$ cat config.mk
export PLATFORM = sky130hd
export DESIGN_NAME = rr_mux_arbiter
export DESIGN_NICKNAME = d
export VERILOG_FILES = /design/src/rtl/arb_pkg.sv /design/src/rtl/rr_pick.sv /design/src/rtl/rr_mux_arbiter.sv
export SDC_FILE = /design/constraint.sdc
export NUM_CORES = 1
export LEC_CHECK = 0
export BUFFER_PORTS_ARGS = -buffer_cell sky130_fd_sc_hd__buf_2
export CORE_MARGIN = 2
export CORE_UTILIZATION = 45
export DETAILED_ROUTE_END_ITERATION = 6
export PLACE_DENSITY = 0.76
export SETUP_SLACK_MARGIN = 0.02
export SYNTH_ARGS = -nofsm -noshare
export SYNTH_HDL_FRONTEND = slang
export SYNTH_SLANG_ARGS = --single-unit
$ cat constraint.sdc
create_clock -name clk -period 3.6 [get_ports clk]
set_input_delay 0.72 -clock clk [delete_from_list [all_inputs] [get_ports clk]]
set_output_delay 0.72 -clock clk [all_outputs]
set_load 0.02 [all_outputs]
$ cat src/rtl/arb_pkg.sv
// arb_pkg: shared constants, request-vector type and one-hot/index helpers for the round-robin arbiter.
package arb_pkg;
  localparam int NREQ_MAX = 16;
  localparam int IDX_W = $clog2(NREQ_MAX);
  typedef logic [NREQ_MAX-1:0] reqvec_t;
  function automatic reqvec_t onehot(input logic [IDX_W-1:0] idx);
    onehot = reqvec_t'(1) << idx;
  endfunction
  function automatic logic [IDX_W-1:0] index(input reqvec_t vec);
    index = '0;
    for (int k = NREQ_MAX - 1; k >= 0; k--)
      if (vec[k]) index = IDX_W'(k);
  endfunction
endpackage

$ cat src/rtl/rr_pick.sv
// rr_pick: combinational round-robin pick; rotates requests to start after i_ptr, priority-encodes, rotates back.
module rr_pick
  import arb_pkg::*;
#(
  parameter int NREQ = 4,
  localparam int IW = $clog2(NREQ)
) (
  input  logic [NREQ-1:0] i_valid,
  input  logic [IW-1:0]   i_ptr,
  output logic [NREQ-1:0] o_onehot,
  output logic [IW-1:0]   o_idx,
  output logic            o_any
);
  logic [2*NREQ-1:0] w_dbl;
  logic [NREQ-1:0]   w_rot;
  logic [IW:0]       w_off, w_sum;
  logic [IW-1:0]     w_enc;
  always_comb begin
    w_off = (i_ptr == IW'(NREQ - 1)) ? '0 : {1'b0, i_ptr} + 1'b1;
    w_dbl = {i_valid, i_valid} >> w_off;
    w_rot = w_dbl[NREQ-1:0];
    w_enc = '0;
    for (int k = NREQ - 1; k >= 0; k--)
      if (w_rot[k]) w_enc = IW'(k);
    w_sum = {1'b0, w_enc} + w_off;
    // Rotating back is a modulo-NREQ add; w_sum never reaches 2*NREQ.
    o_idx = (w_sum >= (IW+1)'(NREQ)) ? IW'(w_sum - (IW+1)'(NREQ)) : w_sum[IW-1:0];
    o_any = |i_valid;
    o_onehot = o_any ? NREQ'(onehot(IDX_W'(o_idx))) : '0;
  end
endmodule

$ cat src/rtl/rr_mux_arbiter.sv
// rr_mux_arbiter: round-robin arbiter muxing NREQ valid/ready requesters into one registered output stage.
// Optional ARB_LOCK_EN adds ReqLock so a requester can hold the arbiter across several beats.
module rr_mux_arbiter
  import arb_pkg::*;
#(
  parameter int NREQ = 4,
  parameter int WIDTH = 8,
  localparam int IW = $clog2(NREQ)
) (
  input  logic                  clk,
  input  logic                  reset_n,
  input  logic [NREQ-1:0]       ReqValid,
  input  logic [NREQ*WIDTH-1:0] ReqData,
  output logic [NREQ-1:0]       ReqReady,
  output logic                  OutValid,
  output logic [WIDTH-1:0]      OutData,
  input  logic                  OutReady,
`ifdef ARB_LOCK_EN
  input  logic [NREQ-1:0]       ReqLock,
`endif
  output logic [NREQ-1:0]       Grant
);
  logic             r_valid;
  logic [WIDTH-1:0] r_data;
  logic [NREQ-1:0]  r_grant;
  logic [IW-1:0]    r_ptr;
  logic             w_accept, w_any, w_fire;
  logic [NREQ-1:0]  w_cand, w_onehot;
  logic [IW-1:0]    w_idx;
  logic [WIDTH-1:0] w_data;
`ifdef ARB_LOCK_EN
  logic             r_lock;
  logic [IW-1:0]    r_lock_id;
  assign w_cand = r_lock ? (ReqValid & NREQ'(onehot(IDX_W'(r_lock_id)))) : ReqValid;
`else
  assign w_cand = ReqValid;
`endif
  rr_pick #(.NREQ(NREQ)) u_pick (
    .i_valid  (w_cand),
    .i_ptr    (r_ptr),
    .o_onehot (w_onehot),
    .o_idx    (w_idx),
    .o_any    (w_any)
  );
  assign w_accept = ~r_valid | OutReady;
  assign w_fire   = w_accept & w_any;
  assign ReqReady = w_accept ? w_onehot : '0;
  always_comb begin
    w_data = '0;
    for (int k = 0; k < NREQ; k++)
      w_data = w_data | (ReqData[k*WIDTH +: WIDTH] & {WIDTH{w_onehot[k]}});
  end
  always_ff @(posedge clk or negedge reset_n) begin
    if (!reset_n) begin
      r_valid <= 1'b0;
      r_data  <= '0;
      r_grant <= '0;
      r_ptr   <= IW'(NREQ - 1);
    end else if (w_fire) begin
      r_valid <= 1'b1;
      r_data  <= w_data;
      r_grant <= w_onehot;
      r_ptr   <= w_idx;
    end else if (OutReady) begin
      r_valid <= 1'b0;
    end
  end
`ifdef ARB_LOCK_EN
  // While locked only r_lock_id can fire, so reloading from the winner both sets and clears the lock.
  always_ff @(posedge clk or negedge reset_n) begin
    if (!reset_n) begin
      r_lock    <= 1'b0;
      r_lock_id <= '0;
    end else if (w_fire) begin
      r_lock    <= ReqLock[w_idx];
      r_lock_id <= w_idx;
    end
  end
`endif
  assign OutValid = r_valid;
  assign OutData  = r_data;
  assign Grant    = r_grant;
endmodule
; After elaboration in Yosys (flattened, before gate mapping)
; Index checks and enable logic that the tools add are counted.
[word_totals]
register_bits = 15
in_bits = 39
[op_classes]
add_sub_neg = 3
order_cmp = 1
eq_ne = 1
shifts = 2
mux = 10
bitwise = 10
reduce_logical = 2
[ops]
columns = cell, n
row1 = 8-bit bitwise AND, 4
row2 = 8-bit OR, 3
row3 = 2-bit 2-to-1 mux, 5
row4 = 4-bit 2-to-1 mux, 2
row5 = 8-bit by 3-bit >> shifter with 4-bit output, 1
row6 = 4-bit OR reduction, 1
row7 = 1-bit by 2-bit left shift with 4-bit output (first input constant), 1
row8 = 2-bit by 1-bit adder with 3-bit output (second input constant), 1
row9 = 2-bit by 3-bit adder with 3-bit output, 1
row10 = 3-bit >= comparator (second input constant), 1
row11 = 3-bit 2-to-1 mux, 1
row12 = 2-bit == test (second input constant), 1
row13 = 1-bit 2-to-1 mux, 2
row14 = 2-bit nonzero test, 1
row15 = 2-bit by 1-bit subtractor with 2-bit output (second input constant), 1
row16 = 1-bit bitwise AND, 1
row17 = 1-bit NOT, 1
row18 = 1-bit OR, 1

; Longest topological paths before layout
[depth]
depth_word = 16
ltp_mapped = 14

; Cells and area by module
; Synthesis repeated with hierarchy kept, for this count alone.
[unflattened]
cells_unflattened = 108
area_unflattened_um2 = 1039.7
[modules_own_cells]
columns = mod, n_inst, cells_per_inst, area_per_inst_um2, seq_area_each_um2
row1 = rr_mux_arbiter, 1, 68, 758.2, 377.9
row2 = rr_pick, 1, 40, 281.5, 0.0

; Worst setup path before layout
; No wires, ideal clock.
[synth_timing]
path_type = input to output
startpoint = in ReqValid[1]
endpoint = out ReqReady[2]
arrival_ns = 2.820
slack_ns = 0.060
stages = 11
path_buffers = 2
path_cell_list = clkbuf_1 > nor2_1 > o2bb2ai_1 > o21ai_0 > o221ai_1 > ha_1 > xnor2_1 > or3_1 > buf_2 > and2_4 > nor3_1
[synth_via]
elab_chain_cells = 11
word_cells_on_any_way = 13
classes_between = add/sub (2) / order compare (1) / shift (2) / mux (7) / reduce/logical (1)
[synth_lines]
columns = item, line
row1 = from (decl), rr_mux_arbiter.sv:12  ; input logic [NREQ-1:0] ReqValid,
row2 = 8-bit by 3-bit >> shifter with 4-bit output, rr_pick.sv:20  ; w_dbl = {i_valid, i_valid} >> w_off;
row3 = 2-bit 2-to-1 mux (4 in series), rr_pick.sv:24  ; if (w_rot[k]) w_enc = IW'(k);
row4 = 2-bit by 3-bit adder with 3-bit output, rr_pick.sv:25  ; w_sum = {1'b0, w_enc} + w_off;
row5 = 3-bit >= comparator or 2-bit by 1-bit subtractor with 2-bit output (tied branches), rr_pick.sv:27  ; o_idx = (w_sum >= (IW+1)'(NREQ)) ? IW'(w_sum - (IW+1)'(NREQ)) : w_sum[IW-1:0];
row6 = 2-bit 2-to-1 mux, rr_pick.sv:27
row7 = 1-bit by 2-bit left shift with 4-bit output, arb_pkg.sv:7  ; onehot = reqvec_t'(1) << idx;
row8 = 4-bit 2-to-1 mux (*), rr_pick.sv:29  ; o_onehot = o_any ? NREQ'(onehot(IDX_W'(o_idx))) : '0;
row9 = 4-bit 2-to-1 mux (*), rr_mux_arbiter.sv:47  ; assign ReqReady = w_accept ? w_onehot : '0;
row10 = to (decl), rr_mux_arbiter.sv:14  ; output logic [NREQ-1:0] ReqReady,
; Mark *: on every way between the ends. The rest lies on a longest branch, timed or not.

; Final worst setup path
[layout_timing]
startpoint = reg r_ptr[0]
endpoint = out ReqReady[2]
[layout_via]
elab_chain_cells = 13
word_cells_on_any_way = 15
classes_between = add/sub (3) / order compare (1) / eq/ne (1) / shift (2) / mux (8)
[layout_lines]
columns = item, line
row1 = from (decl), rr_mux_arbiter.sv:26  ; logic [IW-1:0] r_ptr;
row2 = from (signal assigned), rr_mux_arbiter.sv:58  ; r_ptr <= IW'(NREQ - 1);
row3 = from (signal assigned), rr_mux_arbiter.sv:63  ; r_ptr <= w_idx;
row4 = 2-bit by 1-bit adder with 3-bit output or 2-bit == test (tied branches), rr_pick.sv:19  ; w_off = (i_ptr == IW'(NREQ - 1)) ? '0 : {1'b0, i_ptr} + 1'b1;
row5 = 3-bit 2-to-1 mux (*), rr_pick.sv:19
row6 = 8-bit by 3-bit >> shifter with 4-bit output, rr_pick.sv:20
row7 = 2-bit 2-to-1 mux (4 in series), rr_pick.sv:24
row8 = 2-bit by 3-bit adder with 3-bit output (*), rr_pick.sv:25
row9 = 3-bit >= comparator or 2-bit by 1-bit subtractor with 2-bit output (tied branches), rr_pick.sv:27
row10 = 2-bit 2-to-1 mux (*), rr_pick.sv:27
row11 = 1-bit by 2-bit left shift with 4-bit output (*), arb_pkg.sv:7
row12 = 4-bit 2-to-1 mux (*), rr_pick.sv:29
row13 = 4-bit 2-to-1 mux (*), rr_mux_arbiter.sv:47
; Marks and branches as above.

==> key figures <==
Run status
  – Status: complete, no violations

STA
  – Final Hold Fails: 0
  – Clk_skew: approximately 1.6 ps
  – Period minus WS final: between 3000 and 4000 ps
  – Period utilisation layout: 94.6%
  – # setup viols final: 0
  – Sum of negative setup slack: 0 ps
  – Actual slew at the worst max-slew pin: 745 ps
  – Max Slew Vio Count: 0
  – Slew HR: approximately half
  – Fmax: 294 MHz
  – RSZ-0062 raised after global routing: false

Clock tree
  – TritonCTS clock tree: yes
  – Hold buffer count at CTS: 0
  – Clock-pin slew on the worst setup and hold paths: about 100 ps
  – Worst-Skew Late Latency: 290 ps
  – CTS Sinks: 15
  – H-tree lvl count: 1
  – Clock tree buffer depth: 2
  – CTS root buffer: clkbuf_4
  – CTS buffer count: 3

Route
  – DR DRC count: 0
  – Vias/cell: about 5.6
  – Initial DRC Count: 24
  – Initial DRT Pass Iterations: 4
  – Vias: approximately 1200
  – Final wirelength: 2.83 mm
  – Post-DR wirelength/cell: approximately 13 um
  – Routed Antenna Nets: 0

Synth
  – Post-synth EDFFs: 0
  – Ys flop type: dfrtp_1
  – Fraction of registers with async set/reset: 100%
  – Synth Instances: approximately 130
  – Synth Register Bits: 15
  – Mapped cell area: 0.00109 mm^2
  – Synthesized area per cell: slightly above 8 um^2
  – Mapped Nets: approximately 180
  – Sequential-to-total area share from yosys stat: about a third
  – Number of synthesis warnings: 0
  – Yosys cell types: 35

GRT
  – Initial antenna violation count: 0
  – Largest net degree at the start of global routing: 18
  – Gr ovfl total: 0
  – Tot GR Track Use: ~22%
  – First-pass GRT wire length: approximately 4.6 mm
  – Number of global-route vias before repair: around 1100

Placement
  – Placer Congestion: approximately 0.89
  – Placed cells: 210
  – Hpwl dp: between 2 and 2.5 mm
  – Buffers on Ports: 55

Floorplanning
  – DIE AREA: 0.00284 mm^2
  – FP Rows: 17
  – Die W: between 50 and 60 um
  – Starting density of the core: a little under 50%
  – Core Region: 0.00225 mm^2
  – Die H: around 53 um
  – I/O pin count: 56

Power and ir drop
  – IR drop worst, VDD: 788 uV
  – Leakage power: slightly above 0.7 nW
  – Pwr/cell area: roughly 1300 mW/mm^2

Cells and area
  – Share of layout cells above drive strength 1: 42.0%
  – Area grow syn2layout: 32.5%
  – # fillers: around 210
  – N_diodes: 0
  – Final nets: 230
  – Final Util: between 60 and 70%
  – Finished Layout Cells: 216

Setup path
  – Critical setup path kind: register to output pin
  – Worst endpoint required time: around 2900 ps
  – Critical Path, Cell by Cell: ha_2 > o21ai_1 > o221ai_1 > ha_1 > xnor2_1 > or3_1 > and2_4 > nor3_2 > buf_2
  – Critical Path End Type: output pin
  – CP max stage delay: 560 ps
  – Worst-path maximum fanout: 11
  – Critical Path Source Type: register
  – Critical Path Slowest Stage Cell: dfstp_2
  – CP arrival: 2680 ps

Worst hold path
  – Hold Path Class: primary input to asynchronous set/reset pin

Job
  – Max-Cap Viols: 0
[power by group]
group          total [mW]  switching [mW]  internal [mW]
clock network       0.100          0.0588         0.0413
logic                1.44           0.845          0.591
registers           0.298          0.0388          0.259
[cells by family after synthesis]
group                    count (synthesis)  share of synthesized area (%)
adder cells (fa/ha/maj)                  2                           2.29
flip-flops                              15                           34.6
XOR/XNOR                                 1                          0.801
AO/OA/AOI/OAI                           47                           28.9
AND/OR/NAND/NOR                         56                           25.4
buffers and inverters                   12                           6.64
multiplexers                             1                           1.37
[critical path, delay by kind of cell (launching register included)]
kind | cells | cell delay [ps]
buffers and inverters | 1 | 190
adder cells (fa/ha/maj) | 2 | 540
AND/OR/NAND/NOR | 3 | 720
XOR/XNOR | 1 | 130
AO/OA/AOI/OAI | 2 | 260
flip-flops | 1 | 560
[final timing paths]
check                          from          end  slack, ps  depth (start not counted)
min                         reset_n     OutValid        310                          1
min reg2reg                Grant[3]     Grant[3]        480                          1
max                        r_ptr[0]  ReqReady[2]        200                          9
min in group clk           Grant[3]     Grant[3]        480                          1
max in group asynchronous   reset_n     r_ptr[1]       2990                          1
max reg2reg                r_ptr[0]   OutData[0]        960                          8
[cell type report]
cell class                      count  area (um^2)  share of cell area [%]
Multi-Input combinational cell    107          678                    46.8
Sequential cell                    15          378                    26.1
Timing Repair Buffer               62          330                    22.8
Tap cell                           28         35.0                    2.42
Clock buffer                        3         22.5                    1.55
Clock inverter                      1         5.00                   0.345
[sequential cells by signal, indices dropped and copies added, names as in the netlist]
register,cells
OutData,8
OutValid,1
r_ptr,2
Grant,4
[routing by layer]
metal / track usage, % / routed length [um] / share of wire [%] / up-vias
met3: 3.67 / 205 / 7.2 / 4
li1: - / - / - / 596
met4: 9.40 / 36 / 1.3 / 0
met1: 26.2 / 1110 / 39 / 554
met5: 0 / 0 / 0 / -
met2: 39.7 / 1480 / 52 / 56
[cells in the mapped netlist, types with 2 or more instances]
master	n	share of area, %
nand2_1	14	4.8
clkbuf_1	5	1.7
o21ai_0	3	1.4
buf_2	4	1.8
nor3_1	3	1.4
nor2_1	15	5.1
a21boi_0	9	6.2
nand3_1	4	1.8
dfstp_2	2	4.8
dfrtp_1	13	30
o21ai_1	9	4.1
a21o_1	4	2.7
nand2b_1	2	1.1
buf_6	3	3.1
a31oi_1	12	6.9
or3b_2	2	1.6
ha_1	2	2.3
and3_1	8	4.6
a22o_1	4	3.2
[cell usage in the layout (no fill, tap or decap), types with 2 or more instances in the layout]
cell,Yosys,final
o21ai_0,3,2
a31oi_1,12,12
nand2_1,14,14
a21boi_0,9,9
and3_1,8,8
dfstp_2,2,2
dfrtp_1,13,13
or3b_2,2,2
buf_2,4,54
nand2b_1,2,2
a22o_1,4,4
o21ai_1,9,10
nand3_1,4,4
nor2_1,15,15
a21o_1,4,4
buf_4,0,8
clkbuf_4,0,3
[through the flow]
stage | total power, mW | hold WS [ps] | instance area [um^2] | setup slack [ps]
final | 1.83 | 315 | 1450 | 195
after global routing | 2.03 | 330 | 1450 | 9.03
after CTS | 1.77 | 322 | 1420 | 70.8
after detailed placement | 1.66 | 461 | 1380 | 242
after global placement | 1.62 | 455 | 1380 | 271
after floorplan | 1.41 | 424 | 1090 | 60.1
[timing repair]
action / 4_1_cts / 5_1_grt
gates cloned: 0 / 0
setup buffers: 2 / 0
setup endpoints to repair: 3 / 4
gates resized for setup: 0 / 8
Power figures use the tool's default switching activity.
